`src/rtl/mult_seq_unit_if.sv`:
```
// Handshake and operand/result bundle between EX-stage control and the iterative multiplier.
// The master drives operands and start; the slave (multiplier) returns busy/done/product.
interface mult_seq_unit_if #(
  parameter int WIDTH = 32
);
  logic                   start;
  logic                   is_signed;
  logic [WIDTH-1:0]       op_a;
  logic [WIDTH-1:0]       op_b;
  logic                   busy;
  logic                   done;
  logic [2*WIDTH-1:0]     mult_ans;

  modport master (
    output start, is_signed, op_a, op_b,
    input  busy, done, mult_ans
  );

  modport slave (
    input  start, is_signed, op_a, op_b,
    output busy, done, mult_ans
  );
endinterface

```
`src/rtl/mult_seq_unit.sv`:
```
// Iterative shift-add multiplier (MULT/MULTU), one multiplier bit per cycle.
// Signed operands are reduced to magnitudes and the sign is reapplied to the final product.
module mult_seq_unit #(
  parameter int WIDTH = 32
) (
  input  logic             clk,
  input  logic             reset,
  mult_seq_unit_if.slave   bus
);

  localparam int CW = (WIDTH > 1) ? $clog2(WIDTH) : 1;

  typedef enum logic [1:0] {
    IDLE = 2'd0,
    RUN  = 2'd1,
    DONE = 2'd2
  } state_t;

  state_t                 state_r;
  state_t                 state_s;
  logic [WIDTH-1:0]       mag_a_r;
  logic [WIDTH-1:0]       mag_b_r;
  logic                   neg_r;
  logic [2*WIDTH-1:0]     acc_r;
  logic [CW-1:0]          cnt_r;
  logic                   busy_r;
  logic                   done_r;
  logic [2*WIDTH-1:0]     mult_ans_r;

  // Magnitude of an operand; the most negative value maps onto itself as an unsigned magnitude.
  function automatic logic [WIDTH-1:0] magnitude(input logic [WIDTH-1:0] v, input logic sgn);
    if (sgn && v[WIDTH-1]) begin
      return ~v + {{(WIDTH-1){1'b0}}, 1'b1};
    end else begin
      return v;
    end
  endfunction

  function automatic logic [2*WIDTH-1:0] apply_sign(input logic [2*WIDTH-1:0] v, input logic neg);
    if (neg) begin
      return ~v + {{(2*WIDTH-1){1'b0}}, 1'b1};
    end else begin
      return v;
    end
  endfunction

  // State register.
  always_ff @(posedge clk) begin
    if (reset) begin
      state_r <= IDLE;
    end else begin
      state_r <= state_s;
    end
  end

  // Next-state logic.
  always_comb begin
    state_s = state_r;
    case (state_r)
      IDLE: begin
        if (bus.start) begin
          state_s = RUN;
        end else begin
          state_s = IDLE;
        end
      end
      RUN: begin
        if (cnt_r == CW'(WIDTH - 1)) begin
          state_s = DONE;
        end else begin
          state_s = RUN;
        end
      end
      DONE:    state_s = IDLE;
      default: state_s = IDLE;
    endcase
  end

  // Operand capture, shift-add iteration and result publication.
  always_ff @(posedge clk) begin
    if (reset) begin
      mag_a_r    <= {WIDTH{1'b0}};
      mag_b_r    <= {WIDTH{1'b0}};
      neg_r      <= 1'b0;
      acc_r      <= {(2*WIDTH){1'b0}};
      cnt_r      <= {CW{1'b0}};
      mult_ans_r <= {(2*WIDTH){1'b0}};
    end else begin
      case (state_r)
        IDLE: begin
          if (bus.start) begin
            mag_a_r <= magnitude(bus.op_a, bus.is_signed);
            mag_b_r <= magnitude(bus.op_b, bus.is_signed);
            neg_r   <= bus.is_signed & (bus.op_a[WIDTH-1] ^ bus.op_b[WIDTH-1]);
            acc_r   <= {(2*WIDTH){1'b0}};
            cnt_r   <= {CW{1'b0}};
          end
        end
        RUN: begin
          if (mag_b_r[0]) begin
            acc_r <= acc_r + ({{WIDTH{1'b0}}, mag_a_r} << cnt_r);
          end
          mag_b_r <= mag_b_r >> 1;
          cnt_r   <= cnt_r + {{(CW-1){1'b0}}, 1'b1};
        end
        DONE: begin
          mult_ans_r <= apply_sign(acc_r, neg_r);
        end
        default: begin
          acc_r <= {(2*WIDTH){1'b0}};
        end
      endcase
    end
  end

  // Registered handshake: busy tracks the upcoming state, done follows the DONE cycle.
  always_ff @(posedge clk) begin
    if (reset) begin
      busy_r <= 1'b0;
      done_r <= 1'b0;
    end else begin
      busy_r <= (state_s != IDLE);
      done_r <= (state_r == DONE);
    end
  end

  assign bus.busy     = busy_r;
  assign bus.done     = done_r;
  assign bus.mult_ans = mult_ans_r;

endmodule

```
`src/flat_wrapper.sv`:
```
// flat-port wrapper written by rule: the top's interface ports become plain ports
module mult_seq_unit_flat 
#(
  parameter int WIDTH = 32
)
  (clk, reset, bus_start, bus_is_signed, bus_op_a, bus_op_b, bus_busy, bus_done, bus_mult_ans);
  mult_seq_unit_if #(.WIDTH(WIDTH)) bus_i ();
  input  logic clk;
  input  logic reset;
  input wire logic [$bits(bus_i.start)-1:0] bus_start;
  input wire logic [$bits(bus_i.is_signed)-1:0] bus_is_signed;
  input wire logic [$bits(bus_i.op_a)-1:0] bus_op_a;
  input wire logic [$bits(bus_i.op_b)-1:0] bus_op_b;
  output wire logic [$bits(bus_i.busy)-1:0] bus_busy;
  output wire logic [$bits(bus_i.done)-1:0] bus_done;
  output wire logic [$bits(bus_i.mult_ans)-1:0] bus_mult_ans;
  assign bus_i.start = bus_start;
  assign bus_i.is_signed = bus_is_signed;
  assign bus_i.op_a = bus_op_a;
  assign bus_i.op_b = bus_op_b;
  assign bus_busy = bus_i.busy;
  assign bus_done = bus_i.done;
  assign bus_mult_ans = bus_i.mult_ans;
  mult_seq_unit #(.WIDTH(WIDTH)) u_core (.clk(clk), .reset(reset), .bus(bus_i));
endmodule
```
`config.mk`:
```
export PLATFORM = sky130hd
export DESIGN_NAME = mult_seq_unit_flat
export DESIGN_NICKNAME = d
export VERILOG_FILES = /design/src/rtl/mult_seq_unit_if.sv /design/src/rtl/mult_seq_unit.sv /design/src/flat_wrapper.sv
export SDC_FILE = /design/constraint.sdc
export NUM_CORES = 1
export LEC_CHECK = 0
export BUFFER_PORTS_ARGS = -buffer_cell sky130_fd_sc_hd__buf_2
export CORE_ASPECT_RATIO = 0.8
export CORE_MARGIN = 8
export CORE_UTILIZATION = 61
export DETAILED_ROUTE_END_ITERATION = 8
export PLACE_DENSITY = 0.81
export SLEW_MARGIN = 20
export SYNTH_ARGS = -nofsm -noshare
export SYNTH_HDL_FRONTEND = slang
export SYNTH_SLANG_ARGS = --single-unit
```
`constraint.sdc`:
```
create_clock -name clk -period 6.9 [get_ports clk]
set_input_delay 1.035 -clock clk [delete_from_list [all_inputs] [get_ports clk]]
set_output_delay 1.035 -clock clk [all_outputs]
set_load 0.1 [all_outputs]
```
Word level (Yosys, flattened, before mapping). Cells that the tools add are included.

Input port bits: 68. Output and inout bits: 66. Flip-flop bits (word level): 202. Logic and storage cells: 47.

Muxes and demuxes: 13. Shifts and indexed selects: 1. Bitwise gates (word level): 6. Reductions and logical operators: 8. Add/sub/neg operators: 5. Equal/unequal tests: 5.

Operators with widths (number): $mux W64 (3); $pmux W64 S3 (1); $mux W32 (3); $add A32 B1 Y32 const B (2); $add A64 B1 Y64 const B (1); $add A64 B64 Y64 (1); $not A32 Y32 (2); $not A64 Y64 (1); $pmux W32 S2 (1); $shl A32 B5 Y64 (1); $pmux W5 S2 (1); $add A5 B1 Y5 const B (1); $eq A5 B5 Y1 const B (1); $mux W5 (1); $pmux W2 S2 (1); $reduce_and A2 Y1 (2); $reduce_bool A2 Y1 (2); $reduce_and A3 Y1 (1); $eq A2 B1 Y1 const B (1); $eq A2 B2 Y1 const B (1); $logic_and A1 B1 Y1 (2); $logic_not A2 Y1 (1); $mux W2 (1); $ne A2 B1 Y1 const B (1); 5 further kinds (5).

Longest topological paths before layout.
Word-level depth: 5. Depth in mapped cells: 22. Depth with buffers taken out: 19.

Worst setup path after synthesis. Ideal clock, no wire load.

Path kind: reg-to-reg. From: register u_core.cnt_r[0]. To: register u_core.acc_r[58]. Cell stages (with the launch flop): 19. Path buffers: 3. Setup slack: 1.902 ns. Clock period less this slack: 4.998 ns. Data arrival time: 4.881 ns. Library setup time: 0.117 ns. Required time: 6.783 ns. Path through: dfxtp_1 clkbuf_1 buf_1 mux4_2 mux2i_1 nand2_1 o21ai_0 mux2i_1 ha_1 clkbuf_1 nand4_1 or3_1 or4_1 a2111oi_0 nor3_1 o211ai_1 a21oi_1 xnor2_1 a22o_1.

Word-level cells in the longest chain between the ends: 4.

RTL lines: start: declaration (RTL line mult_seq_unit.sv:25) `logic [CW-1:0] cnt_r;`; start signal: assignment (RTL line mult_seq_unit.sv:86) `cnt_r <= {CW{1'b0}};`; start signal: assignment (RTL line mult_seq_unit.sv:96) `cnt_r <= {CW{1'b0}};`; start signal: assignment (RTL line mult_seq_unit.sv:104) `cnt_r <= cnt_r + {{(CW-1){1'b0}}, 1'b1};`; $shl A32 B5 Y64 (RTL line mult_seq_unit.sv:101) `acc_r <= acc_r + ({{WIDTH{1'b0}}, mag_a_r} << cnt_r);`; $add A64 B64 Y64 (RTL line mult_seq_unit.sv:101); $mux W64 (RTL line mult_seq_unit.sv:100) `if (mag_b_r[0]) begin`; $pmux W64 S3 (RTL line mult_seq_unit.sv:89) `case (state_r)`; end signal: assignment (RTL line mult_seq_unit.sv:95) `acc_r <= {(2*WIDTH){1'b0}};`; end signal: assignment (RTL line mult_seq_unit.sv:101); end signal: assignment (RTL line mult_seq_unit.sv:110) `acc_r <= {(2*WIDTH){1'b0}};`; end: declaration (RTL line mult_seq_unit.sv:24) `logic [2*WIDTH-1:0] acc_r;`.

No other way between the ends. The select of a mux whose other input is x is not followed. A chain may end at the register's enable or synchronous reset.

Worst setup path in the final report.
From: register u_core.cnt_r[1]. To: register u_core.acc_r[58].

The elaborated chain is that of the path after synthesis.

==> flow_summary.toml <==
[place]
detailed_place_hpwl_mm = 35.0
gp_congestion = 1.00
io_buffers = 133
dpl-instance-area_um2 = 15700

[logic_synthesis]
ys_warn_count = 0
yosysMostFrequentCell = "nor2_1"
synth_top_cell_by_area = "dfxtp_1"
syn_inst = 1898
synth.area.top_cells = "dfxtp_1 27%, nor2_1 6.2%, xor2_1 6.1%"
synth_top_area_frac = 0.270
synth.avg_cell_area_um2 = 7.89
synth_common_cells = "247 x nor2_1, 202 x dfxtp_1, 162 x nand2_1"
ys_seq_elements = 202
synth_edf_count = 0
ys_seq_area_frac = 0.270
syn-num-nets = 2035
syn-cell-area_um2 = 15000
synth_cell_types = 71
ys_dominant_reg_cell = "dfxtp_1"
async_flop_share = 0

[grt]
grt_pass1_wl_mm = 74.3
grt_max_degree = 95
antenna_found_initial = 0
grt_usage = 0.303
overflow = 0
grt_pass1_vias = 13600

[worst_setup_path]
reg2regPathDepth = 16
startpoint = "u_core.cnt_r[1]$_SDFFE_PP0P_"
crit_fanout = 28
worstPathRequired_ns = 7.31
crit_path_end = "u_core.acc_r[58]$_SDFFE_PP0P_"
crit_arrival_ns = 6.33
rr_startpoint = "u_core.cnt_r[1]$_SDFFE_PP0P_"
reg2reg_slack_ns = 0.99
crit_path_end_kind = "flop"
r2r_end = "u_core.acc_r[58]$_SDFFE_PP0P_"
critPathLaunchType = "flop"
crit_type = "reg -> reg"

[power_and_ir_drop]
share_seq_of_total_power = 0.412
p_per_area_nw_per_um2 = 188
power.switching_fraction = 0.300
switchingPower_uw = 930
p_leak_uw = 0.00659
combPwrFrac = 0.193
clock_power_share = 0.395
ir_worst_vdd_uv = 208
intPower_uw = 2170
power_uw = 3100

[detailed_routing]
drt_pre_antenna_iters = 5
totalWireLength_mm = 46.5
drc = 0
vias_per_cell = 6.43
vias = 14600
wl_per_cell_um = 20.5
dr.first_iter.drc_count = 1329
ant_nets = 0

[clock_tree]
clk_latency_ns = 0.52
cts_hold_buf = 0
htree_levels = 1
clockBufferDepth = 3
clock_sinks = 202
numCtsBuffers = 23
root_buffer = "clkbuf_16"
post_cts_buffers = 0
cts_tree = "built"
clkTransAtPathRegs_ns = 0.06
ctsResizeCount = 0

[cells_and_area]
postLayoutCellArea_um2 = 16500
fin_nets = 2077
drive_above_1_share = 0.131
antenna_cells = 0
area_growth_pct = 9.85

[min_path]
hold_path_class = "reg -> reg"

[floorplanning]
fp.dieW_um = 191
ios = 134
dieArea_um2 = 29900
core-area_um2 = 24200
start_util = 0.618
die_h_um = 156
num_rows = 51

[timing]
worstMarginPinSlew_ns = 1.15
fin_crit_sh = 0.857
rsz0062_at_grt = "no"
period_needed_ns = 5.91
finalSetupViolCount = 0
fin_skew_ns = 0.0127
max-slew-margin-rel = 0.210
final-hold-violation-count = 0
fin_tns_setup_ns = 0
clock.fmax_ghz = 0.169
slew_viol_final = 0

[run_status]
status = "finished, final reports clean"

[job]
maxCapViolations = 0
cells in the final DEF, fill, tap and decap left out, drive strengths merged, types with 12 or more instances in the layout:
| cell | count |
|---|---|
| nor2 | 247 |
| dfxtp | 202 |
| nand2 | 162 |
| a21oi | 159 |
| buf | 149 |
| xor2 | 105 |
| a211oi | 94 |
| o21ai | 88 |
| xnor2 | 71 |
| ha | 68 |
| mux2i | 45 |
| o31ai | 41 |
| inv | 37 |
| a22o | 35 |
| clkbuf | 33 |
| a21o | 30 |
| o221ai | 29 |
| nor3 | 27 |
| or3 | 26 |
| nand3 | 25 |
| a22oi | 25 |
| mux2 | 24 |
| mux4 | 22 |
| nand4 | 17 |
| o22ai | 16 |
| and2 | 15 |
| or4 | 14 |
| nand2b | 13 |
| o41ai | 12 |
| nor2b | 12 |
critical path, cell delays in order (launching register included):
cell and delay, ns:
dfxtp_1 0.77, buf_4 0.46, mux4_2 0.38, nand2_1 0.09
nand2_1 0.08, o21ai_0 0.38, mux2i_1 0.22, ha_1 0.43
nand2_1 0.15, or3_1 0.45, or4_1 0.55, a2111oi_0 0.98
nor3_1 0.11, o211ai_1 0.31, a21oi_1 0.13, xnor2_1 0.14
a22o_1 0.17
sequential cells by signal, indices dropped and copies added, names as in the netlist, 2 cells and up:
name,cells
u_core.cnt_r,5
u_core.acc_r,64
u_core.mag_a_r,32
u_core.bus.mult_ans,64
u_core.state_r,2
u_core.mag_b_r,32
per-stage QoR:
step           worst slack, ns  hold slack (ns)   util  std cells
3_5_place_dp              1.03            0.441  0.648       2233
3_3_place_gp              1.21            0.437  0.648       2233
4_1_cts                   1.00            0.449  0.679       2273
5_1_grt                  0.733            0.464  0.679       2273
6_report                 0.987            0.447  0.679       2273
2_1_floorplan             1.90            0.429      -       1898
worst min-delay path by stage:
stage                                                     from                                    to  slack (ns)  cells past startpoint
after global routing            u_core.mag_b_r[3]$_SDFFE_PP0P_        u_core.mag_b_r[3]$_SDFFE_PP0P_        0.46                      2
after floorplan                u_core.mag_b_r[28]$_SDFFE_PP0P_       u_core.mag_b_r[28]$_SDFFE_PP0P_        0.43                      2
after global placement    u_core.bus.mult_ans[56]$_SDFFE_PP0P_  u_core.bus.mult_ans[56]$_SDFFE_PP0P_        0.44                      2
after CTS                 u_core.bus.mult_ans[12]$_SDFFE_PP0P_  u_core.bus.mult_ans[12]$_SDFFE_PP0P_        0.45                      2
after detailed placement  u_core.bus.mult_ans[12]$_SDFFE_PP0P_  u_core.bus.mult_ans[12]$_SDFFE_PP0P_        0.44                      2
final                     u_core.bus.mult_ans[12]$_SDFFE_PP0P_  u_core.bus.mult_ans[12]$_SDFFE_PP0P_        0.45                      2
kinds of logic (layout without fill, tap and decap cells):
group / count (synthesis) / count (layout) / synth area share
buffers and inverters: 167 / 224 / 0.0418
AND/OR/NAND/NOR: 605 / 605 / 0.185
adder cells (fa/ha/maj): 69 / 69 / 0.0581
multiplexers: 91 / 91 / 0.0812
XOR/XNOR: 176 / 176 / 0.103
flip-flops: 202 / 202 / 0.270
AO/OA/AOI/OAI: 588 / 588 / 0.261
area by class of cell:
class,count,area [um^2]
clock buffer,33,653
clock inverter,7,95.1
fill,2081,7790
inverter,35,131
multi-input combinational,1529,10300
sequential,202,4050
tap,318,398
timing repair buffer,149,788
metal layers:
layer | global-route usage | wire [um]
met1 | 0.439 | 21900
met2 | 0.460 | 19700
met5 | 0.00697 | 0
met4 | 0.0695 | 1150
met3 | 0.0523 | 3690
power groups by stage:
stage               sequential [uW]  clock, uW  combinational [uW]
floorplan                      1260          0                 431
global placement               1290          0                 568
detailed placement             1300          0                 580
CTS                            1270       1240                 584
global route                   1280       1280                 647
finish                         1270       1220                 597
(Power assumes the default switching activity.)
